<file path="config.mk">
export PLATFORM = sky130hd
export DESIGN_NAME = alu_seq
export DESIGN_NICKNAME = d
export VERILOG_FILES = /design/src/rtl/alu_seq_pkg.sv /design/src/rtl/alu_mul_seq.sv /design/src/rtl/alu_seq.sv
export SDC_FILE = /design/constraint.sdc
export NUM_CORES = 1
export LEC_CHECK = 0
export CELL_PAD_IN_SITES_DETAIL_PLACEMENT = 1
export CELL_PAD_IN_SITES_GLOBAL_PLACEMENT = 1
export CORE_MARGIN = 3
export CORE_UTILIZATION = 35
export DETAILED_ROUTE_END_ITERATION = 7
export PLACE_DENSITY = 0.8
export SLEW_MARGIN = 20
export SYNTH_ARGS = -nofsm -noshare
export SYNTH_HDL_FRONTEND = slang
export SYNTH_SLANG_ARGS = --single-unit
export TNS_END_PERCENT = 50
</file>
<file path="constraint.sdc">
create_clock -name clk -period 3 [get_ports clk]
set_input_delay 0.75 -clock clk [delete_from_list [all_inputs] [get_ports clk]]
set_output_delay 0.75 -clock clk [all_outputs]
set_load 0.03 [all_outputs]
</file>
<file path="src/rtl/alu_seq_pkg.sv">
// Shared opcodes, defaults and FSM encodings for the sequential ALU.
// ALU_MUL_EN adds the MUL state and opcode 8 execution.
package alu_seq_pkg;

  localparam int DATA_W_DEF = 16;
  localparam int SEL_W_DEF  = 4;

  localparam int OP_THA = 0;
  localparam int OP_THB = 1;
  localparam int OP_AND = 2;
  localparam int OP_OR  = 3;
  localparam int OP_ADD = 4;
  localparam int OP_SUB = 5;
  localparam int OP_SL  = 6;
  localparam int OP_SR  = 7;
  localparam int OP_MUL = 8;

  typedef enum logic [1:0] {
    ST_IDLE = 2'd0,
`ifdef ALU_MUL_EN
    ST_MUL  = 2'd1,
`endif
    ST_DONE = 2'd2
  } state_e;

endpackage

</file>
<file path="src/rtl/alu_mul_seq.sv">
// Iterative shift-add unsigned multiplier, one multiplier bit per cycle.
// Built only when ALU_MUL_EN is defined.
module alu_mul_seq #(
  parameter int DATA_W = 16
) (
  input  logic                  clk,
  input  logic                  rst,
  input  logic                  start_i,
  input  logic [DATA_W-1:0]     a_i,
  input  logic [DATA_W-1:0]     b_i,
  output logic                  busy_o,
  output logic                  done_o,
  output logic [2*DATA_W-1:0]   p_o
);

  localparam int CNT_W = $clog2(DATA_W + 1);

  logic [CNT_W-1:0]      cnt_q, cnt_d;
  logic [2*DATA_W-1:0]   acc_q, acc_d;
  logic [DATA_W-1:0]     mcand_q, mcand_d;
  logic                  done_q, done_d;
  logic [DATA_W:0]       sum;

  // Low half starts as the multiplier and is consumed as the
  // partial product shifts in from the top.
  always_comb begin
    sum = {1'b0, acc_q[2*DATA_W-1:DATA_W]}
        + (acc_q[0] ? {1'b0, mcand_q} : '0);
    cnt_d   = cnt_q;
    acc_d   = acc_q;
    mcand_d = mcand_q;
    done_d  = 1'b0;
    if (start_i) begin
      cnt_d   = CNT_W'(DATA_W);
      acc_d   = {{DATA_W{1'b0}}, b_i};
      mcand_d = a_i;
    end else if (cnt_q != '0) begin
      acc_d  = {sum, acc_q[DATA_W-1:1]};
      cnt_d  = cnt_q - CNT_W'(1);
      done_d = (cnt_q == CNT_W'(1));
    end
  end

  always_ff @(posedge clk) begin
    if (rst) begin
      cnt_q   <= '0;
      acc_q   <= '0;
      mcand_q <= '0;
      done_q  <= 1'b0;
    end else begin
      cnt_q   <= cnt_d;
      acc_q   <= acc_d;
      mcand_q <= mcand_d;
      done_q  <= done_d;
    end
  end

  assign busy_o = (cnt_q != '0);
  assign done_o = done_q;
  assign p_o    = acc_q;

endmodule

</file>
<file path="src/rtl/alu_seq.sv">
// Sequential ALU with valid/ready in and registered valid/ready out.
// Define ALU_MUL_EN to build the iterative MUL path (opcode 8).
module alu_seq
  import alu_seq_pkg::*;
#(
  parameter int DATA_W = DATA_W_DEF,
  parameter int SEL_W  = SEL_W_DEF
) (
  input  logic              clk,
  input  logic              rst,
  input  logic              in_valid,
  output logic              in_ready,
  input  logic [DATA_W-1:0] a,
  input  logic [DATA_W-1:0] b,
  input  logic [SEL_W-1:0]  s,
  output logic              out_valid,
  input  logic              out_ready,
  output logic [DATA_W-1:0] y,
  output logic [DATA_W-1:0] y_hi,
  output logic              cf,
  output logic              zf
);

  state_e state_q, state_d;

  logic [DATA_W-1:0] y_q, y_d;
  logic              cf_q, cf_d;
  logic              zf_q, zf_d;

  logic [DATA_W-1:0] res_y;
  logic              res_cf;
  logic [DATA_W:0]   add_w;
  logic [DATA_W:0]   sub_w;
  logic              accept;

  logic op_tha, op_thb, op_and, op_or;
  logic op_add, op_sub, op_sl, op_sr;

  assign op_tha = (s == SEL_W'(OP_THA));
  assign op_thb = (s == SEL_W'(OP_THB));
  assign op_and = (s == SEL_W'(OP_AND));
  assign op_or  = (s == SEL_W'(OP_OR));
  assign op_add = (s == SEL_W'(OP_ADD));
  assign op_sub = (s == SEL_W'(OP_SUB));
  assign op_sl  = (s == SEL_W'(OP_SL));
  assign op_sr  = (s == SEL_W'(OP_SR));

  assign add_w = {1'b0, a} + {1'b0, b};
  assign sub_w = {1'b0, a} - {1'b0, b};

  // Undefined opcodes (and MUL here) fall to y=0, cf=0.
  always_comb begin
    res_y  = '0;
    res_cf = 1'b0;
    unique case (1'b1)
      op_tha: res_y = a;
      op_thb: res_y = b;
      op_and: res_y = a & b;
      op_or:  res_y = a | b;
      op_add: {res_cf, res_y} = add_w;
      op_sub: {res_cf, res_y} = sub_w;
      op_sl: begin
        res_y  = {a[DATA_W-2:0], 1'b0};
        res_cf = a[DATA_W-1];
      end
      op_sr: begin
        res_y  = {1'b0, a[DATA_W-1:1]};
        res_cf = a[0];
      end
      default: ;
    endcase
  end

`ifdef ALU_MUL_EN
  logic                  is_mul;
  logic                  mul_start;
  logic                  mul_busy;
  logic                  mul_done;
  logic [2*DATA_W-1:0]   mul_p;
  logic [DATA_W-1:0]     y_hi_q, y_hi_d;

  assign is_mul = (s == SEL_W'(OP_MUL));

  alu_mul_seq #(
    .DATA_W (DATA_W)
  ) u_mul (
    .clk     (clk),
    .rst     (rst),
    .start_i (mul_start),
    .a_i     (a),
    .b_i     (b),
    .busy_o  (mul_busy),
    .done_o  (mul_done),
    .p_o     (mul_p)
  );

  assign in_ready = ~mul_busy
                  & ((state_q == ST_IDLE)
                  | ((state_q == ST_DONE) & out_ready));
  assign y_hi = y_hi_q;
`else
  assign in_ready = (state_q == ST_IDLE)
                  | ((state_q == ST_DONE) & out_ready);
  assign y_hi = '0;
`endif

  assign accept = in_valid & in_ready;

  always_comb begin
    state_d = state_q;
    y_d     = y_q;
    cf_d    = cf_q;
    zf_d    = zf_q;
`ifdef ALU_MUL_EN
    y_hi_d    = y_hi_q;
    mul_start = 1'b0;
`endif
    unique case (state_q)
      ST_IDLE: ;
      ST_DONE: begin
        if (out_ready && !in_valid) state_d = ST_IDLE;
      end
`ifdef ALU_MUL_EN
      ST_MUL: begin
        if (mul_done) begin
          state_d = ST_DONE;
          y_d     = mul_p[DATA_W-1:0];
          y_hi_d  = mul_p[2*DATA_W-1:DATA_W];
          cf_d    = (mul_p[2*DATA_W-1:DATA_W] != '0);
          zf_d    = (mul_p[DATA_W-1:0] == '0);
        end
      end
`endif
      default: state_d = ST_IDLE;
    endcase
    // A new op in DONE transfers the old result on the same edge.
    if (accept) begin
`ifdef ALU_MUL_EN
      if (is_mul) begin
        state_d   = ST_MUL;
        mul_start = 1'b1;
      end else begin
        state_d = ST_DONE;
        y_d     = res_y;
        y_hi_d  = '0;
        cf_d    = res_cf;
        zf_d    = (res_y == '0);
      end
`else
      state_d = ST_DONE;
      y_d     = res_y;
      cf_d    = res_cf;
      zf_d    = (res_y == '0);
`endif
    end
  end

  always_ff @(posedge clk) begin
    if (rst) begin
      state_q <= ST_IDLE;
      y_q     <= '0;
      cf_q    <= 1'b0;
      zf_q    <= 1'b0;
`ifdef ALU_MUL_EN
      y_hi_q  <= '0;
`endif
    end else begin
      state_q <= state_d;
      y_q     <= y_d;
      cf_q    <= cf_d;
      zf_q    <= zf_d;
`ifdef ALU_MUL_EN
      y_hi_q  <= y_hi_d;
`endif
    end
  end

  assign out_valid = (state_q == ST_DONE);
  assign y         = y_q;
  assign cf        = cf_q;
  assign zf        = zf_q;

endmodule
</file>
Word level (Yosys, flattened, before mapping)
Cells that the tools add are included.
{"block": "op_classes", "eq_ne": 11, "addsub": 2, "reduce_logical": 8, "mux": 5, "n_bitwise": 6}
{"op": "case mux 16 bit (8 select lines)", "n": 1}
{"op": "adder 16 x 16 -> 17 bit", "n": 1}
{"op": "subtractor 16 x 16 -> 17 bit", "n": 1}
{"op": "AND 16 bit", "n": 1}
{"op": "equality test 4 x 3 -> 1 bit, second input constant", "n": 4}
{"op": "logical NOT 16 bit", "n": 1}
{"op": "bitwise OR 16 bit", "n": 1}
{"op": "equality test 4 x 2 -> 1 bit, second input constant", "n": 2}
{"op": "equality test 4 x 1 -> 1 bit, second input constant", "n": 1}
{"op": "logical NOT 4 bit", "n": 1}
{"op": "two-way mux 2 bit", "n": 2}
{"op": "case mux 1 bit (4 select lines)", "n": 1}
{"op": "case mux 2 bit (2 select lines)", "n": 1}
{"op": "AND reduction 2 bit", "n": 2}
{"op": "!= test 3 x 1 -> 1 bit, second input constant", "n": 1}
{"op": "AND 1 bit", "n": 2}
{"op": "equality test 2 bit, second input constant", "n": 1}
{"op": "logical NOT 2 bit", "n": 1}
{"op": "!= test 2 x 1 -> 1 bit, second input constant", "n": 1}
{"op": "!= test 2 bit, second input constant", "n": 1}
{"op": "OR reduction 2 bit", "n": 1}
{"op": "logical AND 1 bit", "n": 1}
{"op": "logical NOT 1 bit", "n": 1}
{"op": "NOT 1 bit", "n": 1}
{"op": "bitwise OR 1 bit", "n": 1}
{"block": "totals", "out_inout_bits": 36, "word_cells": 37, "regBits": 20, "input_bits": 40}

Depth between registers and ports, before layout
Gate-level depths: netlist (run 1).
{"block": "logic_depth", "ltp_word": 6, "mapped_depth": 12, "ltp_nobuf": 12}

Worst setup path before layout (run 1)
Ideal clock, no wire load.
{"block": "synth_timing", "kind": "input to register", "start": "input port a[0]", "end": "register zf_q (netlist: zf)", "setup_slack_ns": -0.252, "t_arrival_ns": 3.136, "path_buffers": 0, "cell_stages": 12, "setup_time_ns": 0.115, "required_time_ns": 2.885, "path_cell_list": "ha_1 -> inv_1 -> fa_1 -> nand2b_1 -> a211oi_1 -> nor3_1 -> or3_1 -> o211a_1 -> nor3_1 -> a21oi_1 -> and4b_1 -> a31o_1"}
{"block": "synth_between", "elab_chain_len": 3, "elab_cells_between_ends": 6, "cone_classes": "add/sub (2); mux (1); bitwise (2); reduce/logical (1)"}
{"element": "start: declaration", "line_no": "alu_seq.sv:13", "source": "input logic [DATA_W-1:0] a,"}
{"element": "subtractor 16 x 16 -> 17 bit (tied with other cells)", "line_no": "alu_seq.sv:49", "source": "assign sub_w = {1'b0, a} - {1'b0, b};"}
{"element": "case mux 16 bit (8 select lines) *", "line_no": "alu_seq.sv:55", "source": "unique case (1'b1)"}
{"element": "logical NOT 16 bit *", "line_no": "alu_seq.sv:153", "source": "zf_d = (res_y == '0);"}
{"element": "end signal: assignment", "line_no": "alu_seq.sv:171", "source": "zf_q <= zf_d;"}
{"element": "end: declaration", "line_no": "alu_seq.sv:28", "source": "logic zf_q, zf_d;"}
Every way passes the cells marked *; elsewhere a longest branch is shown, timed or not.
A chain may end at the register's enable or synchronous reset.

Final worst setup path (run 1)
{"block": "layout_timing", "start": "input port b[1]", "end": "register zf_q (netlist: zf)"}
{"block": "layout_between", "elab_chain_len": 3, "elab_cells_between_ends": 6, "cone_classes": "add/sub (2); mux (1); bitwise (2); reduce/logical (1)"}
{"element": "start: declaration", "line_no": "alu_seq.sv:14", "source": "input logic [DATA_W-1:0] b,"}
{"element": "subtractor 16 x 16 -> 17 bit (tied with other cells)", "line_no": "alu_seq.sv:49"}
{"element": "case mux 16 bit (8 select lines) *", "line_no": "alu_seq.sv:55"}
{"element": "logical NOT 16 bit *", "line_no": "alu_seq.sv:153"}
Marked as above.

==> results of run 1 <==
## synth_stat cells, drive strengths merged (4+ instances only)
cell type   n
inv        51
o21ai      20
a22oi       7
nand4       6
or2         6
a2111oi     4
nand2      31
o311a       4
a32oi       4
nand2b      8
mux2i       7
dfxtp      19
o221ai     10
clkbuf     17
nor4        6
a31oi       6
nor3       15
o211ai      6
a21oi      48
o211a       4
a211oi     15
or3         4
buf        33
nor2       51
a211o       4
nor4b       4
nor2b      10
nand3      10
nand3b      5
ha         53
a22o        5
a21o        4
o21a        5
## cell usage in the layout, fill, tap and decap left out, types with 5 or more instances in the layout
cell type	instances
sky130_fd_sc_hd__buf_12	5
sky130_fd_sc_hd__ha_4	16
sky130_fd_sc_hd__nor2_1	46
sky130_fd_sc_hd__nand4_1	6
sky130_fd_sc_hd__nand3b_1	5
sky130_fd_sc_hd__a21oi_2	6
sky130_fd_sc_hd__nor2b_1	7
sky130_fd_sc_hd__buf_6	10
sky130_fd_sc_hd__ha_1	27
sky130_fd_sc_hd__nand3_1	10
sky130_fd_sc_hd__o21ai_0	17
sky130_fd_sc_hd__a211oi_1	10
sky130_fd_sc_hd__a21oi_1	40
sky130_fd_sc_hd__buf_2	6
sky130_fd_sc_hd__inv_2	17
sky130_fd_sc_hd__o221ai_1	9
sky130_fd_sc_hd__nand2b_1	5
sky130_fd_sc_hd__a22oi_1	5
sky130_fd_sc_hd__dlymetal6s2s_1	5
sky130_fd_sc_hd__ha_2	10
sky130_fd_sc_hd__clkbuf_2	7
sky130_fd_sc_hd__clkdlybuf4s50_1	35
sky130_fd_sc_hd__conb_1	16
sky130_fd_sc_hd__o21a_1	5
sky130_fd_sc_hd__inv_1	31
sky130_fd_sc_hd__o211ai_1	6
sky130_fd_sc_hd__nand2_1	31
sky130_fd_sc_hd__nor3_2	5
sky130_fd_sc_hd__nor3_1	10
sky130_fd_sc_hd__mux2i_1	7
sky130_fd_sc_hd__buf_4	202
sky130_fd_sc_hd__dfxtp_1	19
sky130_fd_sc_hd__a22o_1	5
## per-layer routing
layer	up-vias	track usage (%)	share of wire [%]
met5	-	0	0
met4	0	15.2	8.7
met2	478	56.9	45
met3	217	6.74	9.3
met1	2864	40.2	37
li1	2478	-	-
## worst reg2reg max path, stage by stage, from the launching register on
cell                       delay (ns)
sky130_fd_sc_hd__dfxtp_1         0.32
sky130_fd_sc_hd__nand2b_1        0.14
sky130_fd_sc_hd__nand2_1         0.15
sky130_fd_sc_hd__a21oi_1         0.19
sky130_fd_sc_hd__o221a_2         0.24
sky130_fd_sc_hd__and3_1          0.22
sky130_fd_sc_hd__nand4_1         0.18
sky130_fd_sc_hd__nor4_2          0.19
sky130_fd_sc_hd__and4b_1         0.23
sky130_fd_sc_hd__a31o_1          0.16
## metrics by stage
| step | TNS [ns] | instance area [sq um] | util (%) | std cells | setup WS (ns) |
|---|---|---|---|---|---|
| 3_5_place_dp | -9.61 | 6060 | 55.7 | 902 | -1.02 |
| 2_1_floorplan | -0.119 | 4050 | - | 559 | -0.0627 |
| 3_3_place_gp | -8.41 | 6060 | 55.7 | 902 | -0.974 |
| 6_report | -1.31 | 6910 | 63.5 | 929 | -0.423 |
| 4_1_cts | -0.722 | 6620 | 60.8 | 922 | -0.224 |
| 5_1_grt | -1.95 | 6910 | 63.5 | 929 | -0.555 |
## flip-flops by register name (all words and copies together), names as in the netlist
register,count
cf,1
y,16
zf,1
state_q,1
## power groups by stage
stage	Combinational [W]	Sequential [W]	Clock, W
2_1_floorplan	0.000473	0.000329	0
3_3_place_gp	0.00100	0.000289	0
3_5_place_dp	0.00104	0.000292	0
4_1_cts	0.00117	0.000286	0.000190
5_1_grt	0.00140	0.000289	0.000206
6_report	0.00136	0.000287	0.000200
## path summary, 6_finish.rpt
check                          start  slack, ns                 end  depth (start not counted)
max                             b[1]      -0.42     zf$_SDFFE_PP0P_                         13
min               y[11]$_SDFFE_PP0P_       0.49  y[11]$_SDFFE_PP0P_                          2
max reg2reg  state_q[1]$_SDFFE_PP0P_       0.92     zf$_SDFFE_PP0P_                          9
min reg2reg       y[11]$_SDFFE_PP0P_       0.49  y[11]$_SDFFE_PP0P_                          2
## timing repair
item	4_1_cts	5_1_grt
buffers inserted	16	8
hold buffers	0	0
gates resized for setup	132	69
pin swaps	39	30
endpoints found under the setup margin	13	10
## area by class of cell
type,instances,area (sq um),area share (%)
clock buffer,3,41.3,0.598
timing repair buffer,276,2270,32.8
clock inverter,1,5.00,0.0724
inverter,51,210,3.04
tap,140,175,2.53
sequential,19,380,5.50
multi-input combinational,439,3830,55.4
## kinds of logic after synthesis
group                    Yosys count  share of synthesized area [%]
AND/OR/NAND/NOR                  172                           23.3
multiplexers                       8                           2.07
adder cells (fa/ha/maj)           55                           17.9
AO/OA/AOI/OAI                    186                           34.7
buffers and inverters            101                           11.8
other                              1                         0.0956
XOR/XNOR                           2                          0.447
flip-flops                        19                           9.70
==> parameters.txt, run 1 <==
Parameter                              Value

Timing
  Slew HR ... 61.7%
  Transition time at the pin with the least slew margin ... 0.573 ns
  Number of hold violations in the final report ... 0
  Worst-case setup margin in the final layout ... -0.423 ns
  Min cycle time layout ... 3.42 ns
  Max Clock Skew ... 0.00203 ns
  Hold WS ... 0.490 ns
  F_max ... 0.292 GHz
  Max-slew violation count ... 0
  Setup Viol. Count Final ... 9
  Setup repair after global routing missed its margin ... yes
  Share of the cycle needed by the critical path after routing ... 114%

Power
  Combinational Power Share ... 73.6%
  Leakage Power ... 3.10 nW
  Net switching power of the design ... 0.000869 W
  Worst ir drop on vdd ... 0.000240 V
  Sw Share ... 47.1%
  Clock share of power ... 10.9%
  Sequential share of power ... 15.6%
  Pwr/cell area ... 267 mW/mm^2
  Internal power of the cells ... 0.000975 W
  Final Power ... 0.00184 W

Finish
  Signed area change from the synthesized netlist to the final layout ... 76.2%
  Count of nets after finishing ... 885
  Share of post-route cells with drive strength above 1 ... 45.5%
  Final-layout fill cell count ... 1,281
  Antenna Diode Count ... 0

Clocking
  Root Driver ... sky130_fd_sc_hd__clkbuf_8
  CTS max path bufs ... 2
  Clock latency at the later pin of the worst-skew pair ... 0.28 ns
  Clock tree from TritonCTS ... built
  CTS Buf Count ... 3
  CTS Sinks ... 19
  H-tree levels ... 1
  Register clock-pin slew on the reported worst setup and hold paths ... 0.08 ns

Synthesis
  Summed instance area of the synthesized netlist ... 0.00392 sq mm
  Synth Instances ... 544
  Sequential element share of the synthesized area ... 9.70%
  FFs w/ async S/R, synth ... 0%
  Portion of synthesized cell area occupied by the leading cell type ... 16.9%
  Count of synthesis-stage warnings from yosys ... 0
  Primary FF master, synth ... sky130_fd_sc_hd__dfxtp_1
  Yosys cell types ... 81
  Dominant cells by area after synthesis ... sky130_fd_sc_hd__ha_1 (17%), sky130_fd_sc_hd__dfxtp_1 (9.7%), sky130_fd_sc_hd__a21oi_1 (6.1%)
  Post-synthesis cell type with the largest combined area ... sky130_fd_sc_hd__ha_1
  Number of synthesized register bits ... 19
  Number of enable flip-flop cells after synthesis ... 0
  Post-Syn Area per Cell ... 7.21 sq um

Job
  Max-cap violations ... 0

Worst setup path
  CP max stage cell ... sky130_fd_sc_hd__fa_2
  WP buf/inv ... 3
  Worst path cell trace ... buf_8 -> clkinvlp_4 -> buf_4 -> fa_2 -> nand2b_4 -> a211oi_4 -> o2111ai_2 -> a31o_2 -> a31oi_1 -> a22oi_2 -> nor4_2 -> and4b_1 -> a31o_1
  Element type at the critical path start ... primary input
  Peak fanout along the critical path ... 3
  Category of the most critical setup path ... in -> reg
  Worst EP arrival ... 3.64 ns
  Category of cells accounting for the largest share of critical-path delay ... compound AO/OA/AOI/OAI gates
  Critical Path Sink Type ... register
  Maximum single-stage delay on the critical path ... 0.38 ns
  Data required, critical path ... 3.22 ns

Floorplanning
  Initial Utilization ... 36.0%
  Core region area ... 0.0109 sq mm
  Chip width ... 112 um
  Total die area ... 0.0125 sq mm
  I/O pins ... 76
  Vertical extent of the die ... 112 um
  Std cell rows ... 38

GRT
  Maximum number of pins on one net before global-route repair ... 19
  Total overflow reported by the global router ... 0
  Vias in the first global route ... 5,922
  Initial antenna violation count ... 0
  First-pass GRT wire length ... 33.4 mm
  Global routing usage summed across all routing layers ... 33.3%

Status
  Run status ... complete, but fails checks
  Violations in the final reports ... negative setup slack

Route
  Final Routed Wirelength ... 25.4 mm
  Violation count after the first detailed-routing iteration ... 690
  DRC violations left ... 0
  Vias per Instance ... 6.50
  Routed wire length per instance ... 27.4 um
  Drt pass-1 iters ... 5
  Antenna Nets Post-Route ... 0
  Vias after detailed routing ... 6,037

Place
  HPWL after DPL ... 15.7 mm
  Weighted congestion at the end of routability-driven global placement ... 0.990
  Number of buffers added on ports ... 59

Hold path
  Type of the worst min-delay path ... reg -> reg
Note: power is estimated with default switching activity, not from simulation.
==> run 2, diff against run 1 <==
--- a/config.mk
+++ b/config.mk
@@ -9,7 +9,9 @@
 export CELL_PAD_IN_SITES_GLOBAL_PLACEMENT = 1
 export CORE_MARGIN = 3
 export CORE_UTILIZATION = 35
+export CTS_CLUSTER_SIZE = 10
 export DETAILED_ROUTE_END_ITERATION = 7
+export GPL_TIMING_DRIVEN = 0
 export PLACE_DENSITY = 0.8
 export SLEW_MARGIN = 20
 export SYNTH_ARGS = -nofsm -noshare
==> run 2 against run 1 <==
  * The flow still finishes with violations (negative setup slack)
  * Critical path type unchanged
  * Worst setup slack lost 0.19 ns
  * Hold slack better by 0.013 ns
  * Clock power down 10%
  * Global-route usage decreased by 5.1 points
  * Critical endpoint unchanged
  * Die area is the same
  * Critical path depth unchanged
  * Routed wire length shrank 21%
  * Sequential share of layout area is 0.79 points higher
==> parameters.txt, run 2 (same netlist as run 1, synthesis figures left out) <==
Parameter                              Value

Place
  Number of buffers added on ports ... 58 (was 59)
  Placed Cells incl. Taps ... 758 (was 902)
  HPWL after DPL ... 12.8 mm (was 15.7 mm)
  Weighted congestion at the end of routability-driven global placement ... 0.875 (was 0.990)
  Placed cell area ... 0.00482 sq mm (was 0.00606 sq mm)

Floorplanning
  Chip width ... 112 um (unchanged)
  Core region area ... 0.0109 sq mm (unchanged)
  Std cell rows ... 38 (unchanged)
  Vertical extent of the die ... 112 um (unchanged)
  Total die area ... 0.0125 sq mm (unchanged)
  Initial Utilization ... 36.0% (unchanged)
  I/O pins ... 76 (unchanged)

Clocking
  CTS Buf Count ... 3 (unchanged)
  CTS max path bufs ... 2 (unchanged)
  Clock tree from TritonCTS ... built (unchanged)
  H-tree levels ... 1 (unchanged)
  Clock latency at the later pin of the worst-skew pair ... 0.26 ns (was 0.28 ns)
  Quantity of hold-fixing buffers added after cts ... 0 (unchanged)
  Register clock-pin slew on the reported worst setup and hold paths ... 0.07 ns (was 0.08 ns)
  Root Driver ... sky130_fd_sc_hd__clkbuf_8 (unchanged)
  CTS Sinks ... 19 (unchanged)

Worst setup path
  WP buf/inv ... 3 (unchanged)
  Peak fanout along the critical path ... 3 (unchanged)
  Critical Path Sink Type ... register (unchanged)
  Category of the most critical setup path ... in -> reg (unchanged)
  Category of cells accounting for the largest share of critical-path delay ... compound AO/OA/AOI/OAI gates (unchanged)
  CP max stage cell ... sky130_fd_sc_hd__a2111oi_4 (was sky130_fd_sc_hd__fa_2)
  Maximum single-stage delay on the critical path ... 0.48 ns (was 0.38 ns)
  Worst EP arrival ... 3.81 ns (was 3.64 ns)
  Data required, critical path ... 3.20 ns (was 3.22 ns)
  Worst path cell trace ... buf_8 -> clkinvlp_4 -> ha_4 -> buf_12 -> a211oi_4 -> nor2_2 -> a221o_1 -> a2111oi_4 -> nor4b_4 -> nand4_1 -> nor4_1 -> and4b_1 -> a31o_1 (was buf_8 -> clkinvlp_4 -> buf_4 -> fa_2 -> nand2b_4 -> a211oi_4 -> o2111ai_2 -> a31o_2 -> a31oi_1 -> a22oi_2 -> nor4_2 -> and4b_1 -> a31o_1)
  Element type at the critical path start ... primary input (unchanged)

GRT
  Total overflow reported by the global router ... 0 (unchanged)
  Global routing usage summed across all routing layers ... 28.3% (was 33.3%)
  Maximum number of pins on one net before global-route repair ... 11 (was 19)
  First-pass GRT wire length ... 28.9 mm (was 33.4 mm)
  Initial antenna violation count ... 0 (unchanged)
  Vias in the first global route ... 5,306 (was 5,922)

Timing
  Max Clock Skew ... 0.00530 ns (was 0.00203 ns)
  Number of hold violations in the final report ... 0 (unchanged)
  Worst-case setup margin in the final layout ... -0.611 ns (was -0.423 ns)
  Hold WS ... 0.503 ns (was 0.490 ns)
  Setup repair after global routing missed its margin ... yes (unchanged)
  Max-slew violation count ... 0 (unchanged)
  TNS Setup ... -2.09 ns (was -1.31 ns)
  Min cycle time layout ... 3.61 ns (was 3.42 ns)
  Transition time at the pin with the least slew margin ... 0.648 ns (was 0.573 ns)
  Share of the cycle needed by the critical path after routing ... 120% (was 114%)
  F_max ... 0.277 GHz (was 0.292 GHz)
  Slew HR ... 56.5% (was 61.7%)
  Setup Viol. Count Final ... 10 (was 9)

Status
  Run status ... complete, but fails checks (unchanged)
  Violations in the final reports ... negative setup slack (unchanged)

Finish
  Final-layout fill cell count ... 1,310 (was 1,281)
  Flip-flop count of the largest register, all copies and words added ... 16 (unchanged)
  Most common cell after layout, fill and taps aside ... sky130_fd_sc_hd__buf_4 (unchanged)
  Antenna Diode Count ... 0 (unchanged)
  Register Area ... 380 sq um (unchanged)
  Highest-count cells in the layout ignoring fill and taps ... sky130_fd_sc_hd__buf_4 (73), sky130_fd_sc_hd__nor2_1 (45), sky130_fd_sc_hd__a21oi_1 (39) (was sky130_fd_sc_hd__buf_4 (202), sky130_fd_sc_hd__nor2_1 (46), sky130_fd_sc_hd__a21oi_1 (40))
  Signed area change from the synthesized netlist to the final layout ... 54.1% (was 76.2%)
  Count of nets after finishing ... 772 (was 885)
  Number of cells in the finished layout apart from fillers ... 816 (was 929)
  Share of post-route cells with drive strength above 1 ... 34.3% (was 45.5%)
  Final design area excluding fillers ... 0.00605 sq mm (was 0.00691 sq mm)
  Total area of multi-input combinational cells ... 0.00382 sq mm (was 0.00383 sq mm)

Power
  Leakage Power ... 2.55 nW (was 3.10 nW)
  Final Power ... 0.00164 W (was 0.00184 W)
  Worst ir drop on vdd ... 0.000310 V (was 0.000240 V)
  Pwr/cell area ... 271 mW/mm^2 (was 267 mW/mm^2)

Route
  Routed wire length per instance ... 24.7 um (was 27.4 um)
  Antenna Nets Post-Route ... 0 (unchanged)
  Final Routed Wirelength ... 20.2 mm (was 25.4 mm)
  Vias after detailed routing ... 5,273 (was 6,037)
  Vias per Instance ... 6.46 (was 6.50)
  Drt pass-1 iters ... 7 (was 5)
  Violation count after the first detailed-routing iteration ... 539 (was 690)
  DRC violations left ... 0 (unchanged)

Job
  Max-cap violations ... 0 (unchanged)

Hold path
  Type of the worst min-delay path ... reg -> reg (unchanged)
## run 2: routing by layer
metal  part of all wire, %  track usage, %  up-vias
met5                     0               0        -
li1                      -               -     2245
met4                   4.9            12.2        0
met1                    38            34.9     2594
met2                    49            49.0      342
met3                   8.4            3.91       92
## run 2: final cells by class
cell class	count	area share, %
Clock buffer	4	0.745
Timing Repair Buffer	117	17.7
Buffer	46	5.65
Multi-Input combinational cell	439	63.2
Inverter	51	3.52
Sequential cell	19	6.29
Tap cell	140	2.90
## run 2: worst paths after layout
path,slack [ns],depth (start not counted),endpoint,startpoint
max,-0.61,13,zf$_SDFFE_PP0P_,b[1]
min,0.50,2,y[9]$_SDFFE_PP0P_,y[9]$_SDFFE_PP0P_
max reg2reg,0.69,9,zf$_SDFFE_PP0P_,state_q[1]$_SDFFE_PP0P_
min reg2reg,0.50,2,y[9]$_SDFFE_PP0P_,y[9]$_SDFFE_PP0P_
## run 2: per-stage QoR
step / setup slack [ns] / utilization [%]
floorplan: -0.0627 / -
global placement: -1.72 / 44.2
detailed placement: -1.76 / 44.3
CTS: -0.311 / 52.3
global route: -0.622 / 55.5
finish: -0.611 / 55.5
## run 2: what timing repair did
| action | 4_1_cts | 5_1_grt |
|---|---|---|
| endpoints found under the setup margin | 15 | 12 |
| endpoints found under the hold margin | 0 | 0 |
| pin swaps | 41 | 29 |
| setup buffers | 40 | 18 |
| gates resized for setup | 199 | 59 |
## run 2: where the power goes
group,internal (W),switching [W],leakage [nW]
Combinational,0.000496,0.000675,2.37
Sequential,0.000273,0.0000129,0.157
Clock,0.0000944,0.0000858,0.0228
## run 2: tightest hold or removal path, delay by kind of cell (launching register included)
family | cells | cell delay, ns
flops | 1 | 0.32
simple gates | 1 | 0.07
compound gates | 1 | 0.07
